===== src/rtl/seq_pkg.sv =====
// Shared types and constant tables for the repeated-number sequence controller.
package seq_pkg;

   localparam int unsigned CW = 4;
   localparam int unsigned NUM_POS = 10;

   localparam logic [CW-1:0] LAST_IDX  = CW'(NUM_POS - 1);
   localparam logic [CW-1:0] HOME_CODE = 4'd6;

   typedef enum logic [1:0] {
      ST_IDLE,
      ST_RUN,
      ST_PAUSE,
      ST_DONE
   } state_t;

   // Element [0] is the rightmost entry.
   localparam logic [NUM_POS-1:0][CW-1:0] SEQ_MOD = {
      4'd1, 4'd0, 4'd13, 4'd3, 4'd14, 4'd7, 4'd5, 4'd2, 4'd4, 4'd6
   };
   localparam logic [NUM_POS-1:0][CW-1:0] SEQ_ORIG = {
      4'd0, 4'd0, 4'd13, 4'd3, 4'd14, 4'd4, 4'd2, 4'd2, 4'd4, 4'd6
   };

endpackage


===== src/rtl/seq_rom.sv =====
// Stateless lookup: original value at the current position, and the position/code that follows it.
module seq_rom
   import seq_pkg::*;
(
   input  logic [CW-1:0] idx,
   output logic [CW-1:0] orig,
   output logic [CW-1:0] next_idx,
   output logic [CW-1:0] next_code,
   output logic          wrap
);

   // Any position outside 0..9 reads as 0 and recovers to position 0.
   always_comb begin
      orig     = '0;
      next_idx = '0;
      wrap     = 1'b0;
      if (idx <= LAST_IDX) begin
         orig = SEQ_ORIG[idx];
         if (idx == LAST_IDX) begin
            wrap = 1'b1;
         end else begin
            next_idx = idx + CW'(1);
         end
      end
      next_code = SEQ_MOD[next_idx];
   end

endmodule


===== src/rtl/sequence_controller.sv =====
// Run-control sequencer: start/pause/step, prescaled advance, lap counting and finite run length.
module sequence_controller
   import seq_pkg::*;
#(
   parameter int unsigned DIV = 1,
   parameter int unsigned PW  = 8
) (
   input  logic          C,
   input  logic          R,
   input  logic          start,
   input  logic          pause,
   input  logic          step,
   input  logic [CW-1:0] laps,
   output logic [CW-1:0] Q,
   output logic [CW-1:0] D,
   output logic [CW-1:0] idx,
   output logic          running,
   output logic          lap_pulse,
   output logic          done
);

   localparam int unsigned LW = CW + 1;
   localparam logic [PW-1:0] PRE_LAST = PW'(DIV - 1);
   localparam logic [CW-1:0] LAP_MAX  = '1;

   state_t        state, state_nxt;
   logic [CW-1:0] q_r, q_nxt;
   logic [CW-1:0] idx_r, idx_nxt;
   logic [PW-1:0] pre, pre_nxt;
   logic [CW-1:0] lap_cnt, lap_cnt_nxt;
   logic [CW-1:0] lap_target, lap_target_nxt;
   logic          lap_pulse_r, lap_pulse_nxt;
   logic          advance;

   logic [CW-1:0] rom_next_idx;
   logic [CW-1:0] rom_next_code;
   logic          rom_wrap;

   seq_rom u_rom (
      .idx       (idx_r),
      .orig      (D),
      .next_idx  (rom_next_idx),
      .next_code (rom_next_code),
      .wrap      (rom_wrap)
   );

   // State and datapath registers.
   always_ff @(posedge C) begin
      if (R) begin
         state       <= ST_IDLE;
         q_r         <= HOME_CODE;
         idx_r       <= '0;
         pre         <= '0;
         lap_cnt     <= '0;
         lap_target  <= '0;
         lap_pulse_r <= 1'b0;
      end else begin
         state       <= state_nxt;
         q_r         <= q_nxt;
         idx_r       <= idx_nxt;
         pre         <= pre_nxt;
         lap_cnt     <= lap_cnt_nxt;
         lap_target  <= lap_target_nxt;
         lap_pulse_r <= lap_pulse_nxt;
      end
   end

   // Next state: start overrides everything; otherwise RUN ticks the prescaler and PAUSE takes steps.
   always_comb begin
      state_nxt      = state;
      q_nxt          = q_r;
      idx_nxt        = idx_r;
      pre_nxt        = pre;
      lap_cnt_nxt    = lap_cnt;
      lap_target_nxt = lap_target;
      lap_pulse_nxt  = 1'b0;
      advance        = 1'b0;

      if (start) begin
         state_nxt      = pause ? ST_PAUSE : ST_RUN;
         q_nxt          = HOME_CODE;
         idx_nxt        = '0;
         pre_nxt        = '0;
         lap_cnt_nxt    = '0;
         lap_target_nxt = laps;
      end else begin
         unique case (state)
            ST_RUN: begin
               if (pause) begin
                  state_nxt = ST_PAUSE;
               end else if (pre == PRE_LAST) begin
                  pre_nxt = '0;
                  advance = 1'b1;
               end else begin
                  pre_nxt = pre + PW'(1);
               end
            end
            ST_PAUSE: begin
               if (!pause) state_nxt = ST_RUN;
               if (step)   advance   = 1'b1;
            end
            default: ;
         endcase

         if (advance) begin
            idx_nxt = rom_next_idx;
            q_nxt   = rom_next_code;
            if (rom_wrap) begin
               lap_pulse_nxt = 1'b1;
               if (lap_cnt != LAP_MAX) lap_cnt_nxt = lap_cnt + CW'(1);
               if ((lap_target != '0) &&
                   ((LW'(lap_cnt) + LW'(1)) == LW'(lap_target))) begin
                  state_nxt = ST_DONE;
               end
            end
         end
      end
   end

   // Status decode from the state register.
   always_comb begin
      running = (state == ST_RUN);
      done    = (state == ST_DONE);
   end

   assign Q         = q_r;
   assign idx       = idx_r;
   assign lap_pulse = lap_pulse_r;

endmodule


===== config.mk =====
export PLATFORM = sky130hd
export DESIGN_NAME = sequence_controller
export DESIGN_NICKNAME = d
export VERILOG_FILES = /design/src/rtl/seq_pkg.sv /design/src/rtl/seq_rom.sv /design/src/rtl/sequence_controller.sv
export SDC_FILE = /design/constraint.sdc
export NUM_CORES = 1
export LEC_CHECK = 0
export ABC_AREA = 1
export CORE_UTILIZATION = 60
export CTS_BUF_LIST = sky130_fd_sc_hd__clkbuf_4 sky130_fd_sc_hd__clkbuf_8
export DETAILED_ROUTE_END_ITERATION = 8
export PLACE_DENSITY = 0.95
export SETUP_SLACK_MARGIN = 0.5
export SYNTH_ARGS = -nofsm -noshare
export SYNTH_HDL_FRONTEND = slang
export SYNTH_HIERARCHICAL = 1
export SYNTH_SLANG_ARGS = --single-unit

===== constraint.sdc =====
create_clock -name C -period 3.2 [get_ports C]
set_input_delay 0.64 -clock C [delete_from_list [all_inputs] [get_ports C]]
set_output_delay 0.64 -clock C [all_outputs]
set_load 0.03 [all_outputs]

==> flow_summary.ini <==
[worst_setup_path]
cp_slowest_cell = dfxtp_1
end_kind = output pin
r2r_slack_ps = 1450
cp_max_fo = 7
crit_path_frequent_cell = inv_1
critPathMaxStageDelay_ps = 480
path_cells = inv_1 -> ha_1 -> inv_1 -> a21oi_1 -> clkdlybuf4s15_1
arrival_ps = 1920
critPathBufInv = 3
crit_required_ps = 2560
start_kind = flop
crit_type = reg2out
crit_family = buffers and inverters

[cts]
clk_latency_ps = 350
cts_hold_buffers = 0
cts.clk_slew.worst_paths_ps = 150
htreeDepth = 1
cts_tree = built
cts_root_buf = clkbuf_4
clk_path_buf_depth = 2
cts_made_buffers = 3
cts.sinks = 27

[global_route]
grt_pass1_wl_um = 5270
grt_max_degree = 15
grt_use_total = 0.252
grt_pass1_vias = 1285
grt_remaining_overflow = 0
antenna_found_initial = 0

[power_and_ir_drop]
ir_drop_v = 0.000297
power_density_nw_per_um2 = 314
leakage_nw = 0.828

[route]
route.detailed.drc = 0
vias_per_cell = 5.18
vias = 1496
totalWireLength_um = 3200
ant_nets = 0
dr.pass1.iters = 4
post_drt_wl_per_cell_um = 11.1
drtIter0Drc = 28

[sta]
fin_hold_ws_ps = 482
worst_slew_margin_rel = 0.710
fin_setup_tns_ps = 0
fin_skew_ps = 14.4
finalSetupViolCount = 0
fmax_ghz = 0.390
hold_viol = 0
finalCriticalPeriod_ps = 2560
worst_pin_slew_ps = 435
finalCritPeriodShare = 0.801
drv_slew = 0
rsz0062_at_grt = no

[placement]
io_buffer_count = 23
gp_congestion = 0.856
hpwlAfterDp_um = 2480

[yosys]
synth_area_leader_cell = dfxtp_1
syn_area_sq_um = 1650
synthArstFlopShare = 0
seq_area_frac_synth = 0.328
yosys_warnings = 6
synth_ff_type = dfxtp_1
avgSynthCellArea_sq_um = 7.01
synth_edf_count = 0
syn-num-nets = 254
ys_types = 31
yosysTopAreaCellShare = 0.328
yosys_register_bits = 27
synthTopCellsByArea = dfxtp_1 (33%), nand2_1 (12%), ha_1 (7.6%), inv_1 (7.5%), nor2_1 (6.2%)
syn_inst = 235

[final_layout]
antenna_cells = 0
most-common-layout-cells = nand2_1 (51), inv_1 (33), dfxtp_1 (27), nor2_1 (27), clkdlybuf4s50_1 (21)
drive_above_1_share = 0.120
area_growth_pct = 16.3
final_common_cell = nand2_1
nNetsFinal = 279

[die]
core-area_sq_um = 2540
rows = 18
boundaryPins = 24
die-area_sq_um = 2960
die_y_um = 54.4
die_w_um = 54.4
start_util = 0.647

[outcome]
outcome = finished, final reports clean

[flow_run]
maxCapViolCount = 0

[worst_hold_path]
worstHoldPathType = reg2reg
==> report_power, final <==
part,leakage (nW),internal (W),switching [W],total (W)
logic,0.590,0.0000348,0.0000527,0.0000876
registers,0.219,0.000344,0.00000709,0.000351
clock network,0.0184,0.0000576,0.000106,0.000163
==> cell type report <==
| class | count | area (sq um) |
|---|---|---|
| clock buffers | 4 | 30.0 |
| fillers | 195 | 629 |
| inverters | 39 | 154 |
| multi-input cells | 166 | 925 |
| flip-flops and latches | 27 | 541 |
| well taps | 30 | 37.5 |
| repair buffers | 23 | 229 |
==> metrics by stage <==
stage	std cells	area (sq um)	setup slack (ps)	util	power, W
after floorplan	235	1650	765	-	0.000418
after global placement	285	1890	810	0.741	0.000443
after detailed placement	285	1890	748	0.741	0.000445
after CTS	289	1910	606	0.752	0.000606
after global routing	289	1920	504	0.753	0.000626
final	289	1920	636	0.753	0.000602
==> flip-flops by register name (all words and copies together), names as in the netlist <==
register,count
lap_cnt,4
lap_pulse,1
pre,8
lap_target,4
idx,4
state,2
Q,4
==> Yosys cell counts (2+ instances only) <==
library cell  number
nand2_1           51
inv_1             33
dfxtp_1           27
nor2_1            27
a21oi_1           18
nand3_1           16
o21ai_0           13
ha_1              10
nor3_2             6
inv_2              4
nand3_2            3
a211oi_1           2
buf_6              2
nand2_2            2
nor2_2             2
nor2_4             2
nor3_1             2
o21ai_1            2
==> worst paths after layout <==
path,start,to,depth (start not counted)
max reg2reg,state[0],lap_cnt[1],9
min,Q[2],Q[2],2
min reg2reg,Q[2],Q[2],2
max,idx[0],D[1],5
==> cells by family after synthesis <==
kind of cell | share of synthesized area
AOI/OAI and AO/OA | 0.128
xor gates and xnor gates | 0.0152
adders and majority gates | 0.0760
buffers and inverters | 0.110
DFF | 0.328
and+or+nand+nor | 0.343
==> tightest hold or removal path, stage by stage (launching register included) <==
cell	delay, ps
dfxtp_1	360
nand2_1	60
nand3_1	50
==> timing repair <==
action,4_1_cts,5_1_grt
hold endpoints to repair,0,0
setup endpoints to repair,2,1
gates resized for setup,2,1
setup buffers,0,0
==> per-layer routing <==
metal,wire length [um],track usage,vias up
li1,-,-,793
met1,1500,0.303,662
met2,1510,0.435,34
met3,108,0.0250,7
met4,87,0.137,0
met5,0,0,-
(Power assumes the default switching activity.)
